===== config.mk =====
export PLATFORM = sky130hd
export DESIGN_NAME = mem_arbiter
export DESIGN_NICKNAME = d
export VERILOG_FILES = /design/src/rtl/cpu_types_pkg.sv /design/src/rtl/mem_arbiter.sv
export SDC_FILE = /design/constraint.sdc
export NUM_CORES = 1
export LEC_CHECK = 0
export CORE_AREA = 2 2 104 106
export CTS_CLUSTER_SIZE = 40
export DETAILED_ROUTE_END_ITERATION = 10
export DIE_AREA = 0 0 106 108
export GPL_TIMING_DRIVEN = 0
export MAX_ROUTING_LAYER = met4
export PLACE_DENSITY = 0.66
export SLEW_MARGIN = 10
export SYNTH_ARGS = -nofsm -noshare
export SYNTH_HDL_FRONTEND = slang
export SYNTH_SLANG_ARGS = --single-unit

===== constraint.sdc =====
create_clock -name CLK -period 1.5 [get_ports CLK]
set_input_delay 0.15 -clock CLK [delete_from_list [all_inputs] [get_ports CLK]]
set_output_delay 0.15 -clock CLK [all_outputs]
set_load 0.005 [all_outputs]

===== src/rtl/cpu_types_pkg.sv =====
// Shared CPU-side types: RAM handshake state and machine word.
package cpu_types_pkg;

  typedef logic [31:0] word_t;

  typedef enum logic [1:0] {
    FREE   = 2'd0,
    BUSY   = 2'd1,
    ACCESS = 2'd2,
    ERROR  = 2'd3
  } ramstate_t;

endpackage


===== src/rtl/mem_arbiter.sv =====
// Single-port RAM arbiter between instruction and data requesters, one grant per access.
// Optional ARB_STARVE_EN bounds how long an instruction request can be starved by data.
module mem_arbiter
  import cpu_types_pkg::*;
#(
  parameter int unsigned STARVE_MAX = 4
) (
  input  logic      CLK,
  input  logic      nRST,
  input  logic      iREN,
  input  word_t     iaddr,
  output logic      iwait,
  output word_t     iload,
  input  logic      dREN,
  input  logic      dWEN,
  input  word_t     daddr,
  input  word_t     dstore,
  output logic      dwait,
  output word_t     dload,
  output logic      ramREN,
  output logic      ramWEN,
  output word_t     ramaddr,
  output word_t     ramstore,
  input  word_t     ramload,
  input  ramstate_t ramstate
);

  typedef enum logic [1:0] {
    IDLE  = 2'd0,
    DSERV = 2'd1,
    ISERV = 2'd2
  } state_t;

  state_t state, next_state;
  logic   dreq;

`ifdef ARB_STARVE_EN
  localparam int unsigned CW = (STARVE_MAX < 1) ? 1 : $clog2(STARVE_MAX + 1);
  localparam logic [CW-1:0] STARVE_LIM = CW'(STARVE_MAX);

  logic [CW-1:0] starve_cnt, starve_cnt_next;
  logic          starve_hit;
`endif

  always_ff @(posedge CLK or negedge nRST) begin
    if (!nRST) begin
      state <= IDLE;
`ifdef ARB_STARVE_EN
      starve_cnt <= '0;
`endif
    end else begin
      state <= next_state;
`ifdef ARB_STARVE_EN
      starve_cnt <= starve_cnt_next;
`endif
    end
  end

  always_comb begin
    dreq       = dREN | dWEN;
    next_state = state;
    ramREN     = 1'b0;
    ramWEN     = 1'b0;
    ramaddr    = '0;
    ramstore   = '0;
    iwait      = iREN;
    dwait      = dREN | dWEN;
    iload      = ramload;
    dload      = ramload;
`ifdef ARB_STARVE_EN
    starve_hit      = iREN && (starve_cnt == STARVE_LIM);
    starve_cnt_next = starve_cnt;
`endif

    case (state)
      IDLE: begin
`ifdef ARB_STARVE_EN
        if (starve_hit)  next_state = ISERV;
        else if (dreq)   next_state = DSERV;
        else if (iREN)   next_state = ISERV;
`else
        if (dreq)        next_state = DSERV;
        else if (iREN)   next_state = ISERV;
`endif
      end
      DSERV: begin
        ramaddr  = daddr;
        ramstore = dstore;
        ramWEN   = dWEN;
        ramREN   = dREN & ~dWEN;
        dwait    = 1'b1;
        // A dropped request aborts without signalling completion, even on ACCESS.
        if (!dreq) next_state = IDLE;
        else if (ramstate == ACCESS) begin
          dwait      = 1'b0;
          next_state = IDLE;
        end else if (ramstate == ERROR) next_state = IDLE;
      end
      ISERV: begin
        ramaddr = iaddr;
        ramREN  = iREN;
        iwait   = 1'b1;
        if (!iREN) next_state = IDLE;
        else if (ramstate == ACCESS) begin
          iwait      = 1'b0;
          next_state = IDLE;
        end else if (ramstate == ERROR) next_state = IDLE;
      end
      default: next_state = IDLE;
    endcase

`ifdef ARB_STARVE_EN
    if (!iREN) starve_cnt_next = '0;
    else if (state == IDLE && next_state == ISERV) starve_cnt_next = '0;
    else if (state == IDLE && next_state == DSERV && starve_cnt != STARVE_LIM)
      starve_cnt_next = starve_cnt + 1'b1;
`endif
  end

endmodule


After elaboration in Yosys (flattened, before gate mapping)

Index checks and enable logic that the tools add are counted.

Output and inout port bits: 132
Register bits: 2
Memory bits (read-only): 0
Bits in latches: 0
Word-level logic and storage cells: 26
Bits in writable memories: 0
Memories kept: 0
Input port bits: 135

Bitwise logic cells: 3
Multiply operators: 0
$add $sub $neg: 0
Shifts and indexed selects: 0
Muxes and demuxes: 16
Div/mod/pow operators: 0
Magnitude comparators: 0
Reductions and logical operators: 1
Equality and inequality tests: 5

Operators with widths:

| operator             | number |
|---|---|
| $pmux W32 S2         | 1 |
| $mux W32             | 1 |
| $mux W2              | 6 |
| $eq A2 B2 Y1 const B | 3 |
| $mux W1              | 6 |
| $pmux W2 S3          | 1 |
| $ne A3 B3 Y1 const B | 1 |
| $eq A2 B1 Y1 const B | 1 |
| $logic_not A2 Y1     | 1 |
| $pmux W1 S2          | 1 |
| $and A1 B1 Y1        | 1 |
| $not A1 Y1           | 1 |
| $or A1 B1 Y1         | 1 |

Depth between registers and ports, before layout

Gate-level depths: netlist of run 1.

Depth in word-level cells: 5
Depth in mapped cells: 6
Mapped depth without buffers: 5

Worst setup path before layout of run 1

Ideal clock, no wire load.

Path type: reg2out
Start: reg state[0]
End: out ramaddr[0]
Stages on the path, launching flop included: 7
Arrival: 1.276 ns
Buffers on the path: 2
Data required time: 1.350 ns
Path slack: 0.074 ns
Path through: dfrtp_1 -> inv_1 -> ha_1 -> buf_2 -> clkbuf_1 -> a22oi_1 -> nor2b_1

Longest elaborated chain between the ends: 2
Elaborated cells on any way between the ends: 3
Classes of those cells: eq/ne (2); mux (1)

Ends and longest elaborated chain:

| element                                      | line              | RTL |
|---|---|---|
| start, declared                              | mem_arbiter.sv:34 | `state_t state, next_state;` |
| start signal, assigned                       | mem_arbiter.sv:52 | `state <= next_state;` |
| $eq A2 B2 Y1 or $eq A2 B1 Y1 (tied branches) | mem_arbiter.sv:75 | `case (state)` |
| $pmux W32 S2 (*)                             | mem_arbiter.sv:75 |  |
| end, declared                                | mem_arbiter.sv:22 | `output word_t ramaddr,` |

Mark *: on every way between the ends. The rest lies on a longest branch, timed or not.

Worst setup path in the final report of run 1

Start: reg state[0]
End: out ramaddr[5]

Same word-level chain as after synthesis.

==> flow_summary.toml, run 1 <==
[finish]
syn2layout_area_growth_pct = 240
layout.nets = 616
diodes = 0
largest_register = "state"
fin_cells = 611
drive_above_1_share_pct = 58.3
largest_register_ffs = 2
fin_area_sq_um = 4810
reg_top3 = "state x2"

[critical_path]
crit_required_ns = 1.35
cp_max_fo = 5
startpoint_type = "register"
critPathArrivalTime_ns = 1.59
crit_type = "reg2out"
endpoint_kind = "output pin"

[drt]
wirelength_mm = 8.90
avgViaCountPerCell = 4.02
ant_nets = 0
drc = 0
vias = 2458
firstDrtPassIters = 2
first_iter_violations = 31
detail_route.wl_per_cell_um = 14.6

[cts]
clock_sinks = 2
cts-buffers-inserted = 3
insertion_delay_ns = 0.21
cts.path.max_buffers = 2
tritoncts = "yes"
ctsRootBufferMaster = "clkbuf_8"
postCtsHoldBufs = 0
htreeDepth = 1
clk_pin_slew_ns = 0.03

[power]
vdd.ir_drop.worst_uv = 493
power_leakage_uw = 0.00213
power.density_nw_per_um2 = 1110

[logic_synthesis]
yosys_warnings = 0
yosysTopAreaCellShare_pct = 33.9
ys_ff_latch = 2
yosysSeqAreaShare_pct = 3.53
synth_area_leaders = "buf_4 34%, a22oi_1 17%, and2_1 15%"
synth_area_sq_um = 1420
synth_cell_type_count = 23
synth_top_cell_by_area = "buf_4"
synth_cells = 201
avgSynthCellArea_sq_um = 7.05
syn-num-nets = 340

[timing]
setup_viol = 69
fin_skew_ns = 0.00235
min_period_over_period_pct = 116
worst_pin_slew_ns = 0.279
setup_slack_ns = -0.239
rsz0062_at_grt = "yes"
hold_viol = 0
drv_slew = 0
max-slew-margin-rel_pct = 81.4
fin_crit_ns = 1.74
fmax_mhz = 575
holdWs_ns = 0.110

[global_routing]
grt_usage_pct = 14.9
grt_max_degree = 11
grt.overflow.total = 0
grt_pass1_wl_mm = 13.2
grt_pass1_vias = 2613
antenna_found_initial = 0

[place]
dp.cells = 571
placed_area_sq_um = 3930
post-dp-hpwl_mm = 6.60
gp_congestion = 0.784
numPortBuffers = 234

[die]
pin_count = 267
initial_utilization_pct = 13.8
die-height_um = 108
die_x_um = 106
die_area_sq_um = 11400
fp-row-count = 37
core_area_sq_um = 10200

[run_status]
violations = "setup timing"
status = "finished, violations left"

[flow_run]
maxCapViolCount = 0

[min_path]
hold_path.class = "in2async"
## metrics by stage
| step | setup slack (ns) | TNS (ns) | util, % | total power [uW] |
|---|---|---|---|---|
| final | -0.239 | -11.48 | 47.0 | 5360 |
| after global routing | -0.294 | -15.88 | 47.0 | 5710 |
| after CTS | -0.259 | -12.45 | 45.7 | 5050 |
| after detailed placement | -0.912 | -46.31 | 38.4 | 3140 |
| after global placement | -0.941 | -45.63 | 38.4 | 3130 |
| after floorplan | 0.0738 | 0 | - | 1350 |
## cells in the mapped netlist, drive strengths merged
cell type and n:
and4b 2, nand2 1, nor2 3, o21ai 2
nor3b 2, nand3b 1, nor3 1, a21oi 1
inv 2, a211oi 1, and2 33, buf 68
ha 4, clkbuf 10, a22o 1, or4b 1
dfrtp 2, nor2b 32, a21boi 1, a22oi 32
a211o 1
## routing by layer
layer,wire length [um],track usage [%],up-vias
li1,-,-,1169
met1,3290,16.2,1128
met2,4790,28.9,159
met3,783,2.53,2
met4,34,2.26,0
met5,0,-,-
## placed cells by master (no fill, tap or decap), types with 2 or more instances in the layout
cell	Yosys	routed
clkdlybuf4s50_1	0	166
buf_4	64	72
buf_2	4	41
buf_6	0	38
a22oi_2	0	32
and2_4	0	20
nor2b_4	0	13
and2_1	33	13
buf_8	0	11
nor2b_1	32	11
clkbuf_8	0	10
nor2b_2	0	8
clkbuf_2	0	6
clkbuf_16	0	3
ha_4	0	3
buf_12	0	3
inv_2	0	2
nor2_1	3	2
and4b_2	2	2
buf_16	0	2
dfrtp_2	0	2
## final cells by class
cell class	instances	area, sq um
inverter	2	7.51
timing repair buffer	272	2620
tap	136	170
clock buffer	3	41.3
fill	957	5420
buffer	77	699
multi-input combinational	119	1220
sequential	2	52.6
## path summary, 6_finish.rpt
path / start / to / slack [ns] / depth (start not counted)
hold / removal: nRST / state[1] / 0.11 / 1
setup reg to reg: state[0] / state[1] / -0.03 / 6
max in group asynchronous: nRST / state[0] / 1.25 / 1
hold reg to reg: state[1] / state[1] / 0.72 / 2
setup / recovery: state[0] / ramaddr[5] / -0.24 / 7
min in group CLK: state[1] / state[1] / 0.72 / 2
## kinds of logic after synthesis
family | count (synthesis) | synth area share (%)
buf+inv | 80 | 38.5
simple gates | 76 | 34.0
compound gates | 39 | 20.4
fa+ha+maj | 4 | 3.53
flops | 2 | 3.53
## critical path, cell delays in order, from the launching register on
cell	delay (ns)
dfrtp_2	0.41
inv_2	0.10
buf_6	0.11
ha_4	0.21
buf_12	0.13
clkbuf_8	0.14
nor2b_2	0.15
buf_2	0.12
## power breakdown
| group | internal (uW) | switching [uW] | leakage, uW |
|---|---|---|---|
| clock | 169 | 39.7 | 0.0000216 |
| combinational | 3270 | 1790 | 0.00208 |
| sequential | 75.6 | 19.8 | 0.0000230 |
## timing repair
action,4_1_cts,5_1_grt
cloned,11,0
resized for setup,407,54
endpoints found under the setup margin,70,70
pin swaps,30,14
setup buffers,26,2
Note: power is estimated with default switching activity, not from simulation.
==> run 2: changes to the inputs <==
REMOVE_ABC_BUFFERS = 1   (was unset)
==> flow_summary.toml, run 2 (synthesis results as in run 1) <==
[run_status]
status = "finished, violations left"
violations = "setup timing"

[cts]
cts.path.max_buffers = 2
postCtsHoldBufs = 0
clk_pin_slew_ns = 0.03
insertion_delay_ns = 0.21
tritoncts = "yes"
ctsRootBufferMaster = "clkbuf_8"
cts-buffers-inserted = 3
htreeDepth = 1
clock_sinks = 2

[timing]
setup_viol = 66
min_period_over_period_pct = 115
setup_slack_ns = -0.219
fin_crit_ns = 1.72
holdWs_ns = 0.104
setup_tns_ns = -8.76
fin_skew_ns = 0.00324
hold_viol = 0
rsz0062_at_grt = "yes"
drv_slew = 0
max-slew-margin-rel_pct = 81.7
worst_pin_slew_ns = 0.273
fmax_mhz = 582

[finish]
final_util_pct = 34.0
diodes = 0
multiInputGateArea_sq_um = 1140
syn2layout_area_growth_pct = 145
layout.nets = 471
largest_register = "state"
fillers = 1080
largest_register_ffs = 2
drive_above_1_share_pct = 54.5
layout_commonest_cell = "clkdlybuf4s50_1"
reg_top3 = "state x2"
seq_area_sq_um = 52.6
final_cell_mix = "102 x clkdlybuf4s50_1, 36 x buf_2, 35 x buf_6"

[critical_path]
reg2reg_from = "state[1]"
cp_top_family = "buffers and inverters"
crit_required_ns = 1.35
path_cells = "inv_4 -> ha_4 -> buf_12 -> buf_12 -> buf_6 -> nand3b_1 -> a21boi_1 -> buf_2"
startpoint_type = "register"
crit_type = "reg2out"
critPathArrivalTime_ns = 1.57
path_common_cell = "buf_12"
cp_max_fo = 4
critPathSlowestCell = "dfrtp_2"
cp-startpoint = "state[1]"
endpoint_kind = "output pin"
slowest_delay_ns = 0.43
path_buf_inv = 5

[place]
gp_congestion = 0.847
pre_cts_ws_ns = -0.922
numPortBuffers = 170
post-dp-hpwl_mm = 9.19

[drt]
detail_route.wl_per_cell_um = 26.1
drc = 0
avgViaCountPerCell = 4.30
ant_nets = 0
first_iter_violations = 101
firstDrtPassIters = 4
wirelength_mm = 12.2
vias = 2004

[die]
die_area_sq_um = 11400
die-height_um = 108
initial_utilization_pct = 13.8
die_x_um = 106
pin_count = 267
fp-row-count = 37
core_area_sq_um = 10200

[global_routing]
antenna_found_initial = 0
grt_pass1_wl_mm = 15.9
grt_pass1_vias = 2149
grt_max_degree = 17
grt.overflow.total = 0
grt_usage_pct = 20.6

[power]
power.density_nw_per_um2 = 1390
vdd.ir_drop.worst_uv = 819
power_leakage_uw = 0.00145

[min_path]
hold_path.class = "in2async"

[flow_run]
maxCapViolCount = 0
==> run 2: cell count changes in the layout (fill, tap and decap cells not counted), moves of 7 or more <==
cell | before | now
clkbuf_8 | 10 | 3
nor2b_1 | 11 | 27
buf_8 | 11 | 4
buf_4 | 72 | 7
clkdlybuf4s50_1 | 166 | 102
buf_12 | 3 | 10
nor2b_4 | 13 | 3
==> run 2: power by group <==
part           total (uW)  internal, uW  switching [uW]
registers             108          75.6            32.4
clock network         212           170            42.2
logic                4520          2780            1740
==> run 2: worst paths after layout <==
kind                             end  slack [ns]  cells after the start
max in group asynchronous   state[0]        1.26                      1
min in group CLK           dload[18]        0.30                      0
max reg2reg                 state[0]       -0.10                      8
min reg2reg                 state[1]        0.68                      2
max                           ramREN       -0.22                      8
min                         state[1]        0.10                      1
==> run 2: cell type report <==
class                           instances  share of cell area, %
Inverter                                2                  0.360
Multi-Input combinational cell        119                   32.8
Tap cell                              136                   4.90
Clock buffer                            3                   1.19
Sequential cell                         2                   1.51
Timing Repair Buffer                  204                   59.3
==> run 2: what timing repair did <==
action,in CTS,in global routing
resized for setup,344,60
pin swaps,18,9
cloned,5,1
buffers inserted,26,5
setup endpoints to repair,70,70
==> run 2: metrics by stage <==
step,cells,cell area (sq um),total power [uW]
floorplan,123,878,1140
global placement,429,2750,2630
detailed placement,430,2780,2890
CTS,464,3440,4790
global route,466,3480,5150
finish,466,3480,4840
==> run 2: per-layer routing <==
metal / track usage, % / vias up / routed length [um] / share of wire [%]
met3: 17.7 / 2 / 2490 / 20
met2: 32.4 / 192 / 5520 / 45
li1: - / 874 / - / -
met1: 20.6 / 936 / 4170 / 34
met5: - / - / 0 / 0
met4: 0.846 / 0 / 5 / 0.041
==> run 2: worst reg2reg max path: stages, from the launching register on <==
cell and delay [ns]:
dfrtp_2 0.43, inv_4 0.08, ha_4 0.19, buf_12 0.13, buf_12 0.11, buf_16 0.11
o21ai_2 0.06, a211oi_2 0.25, a22o_2 0.18
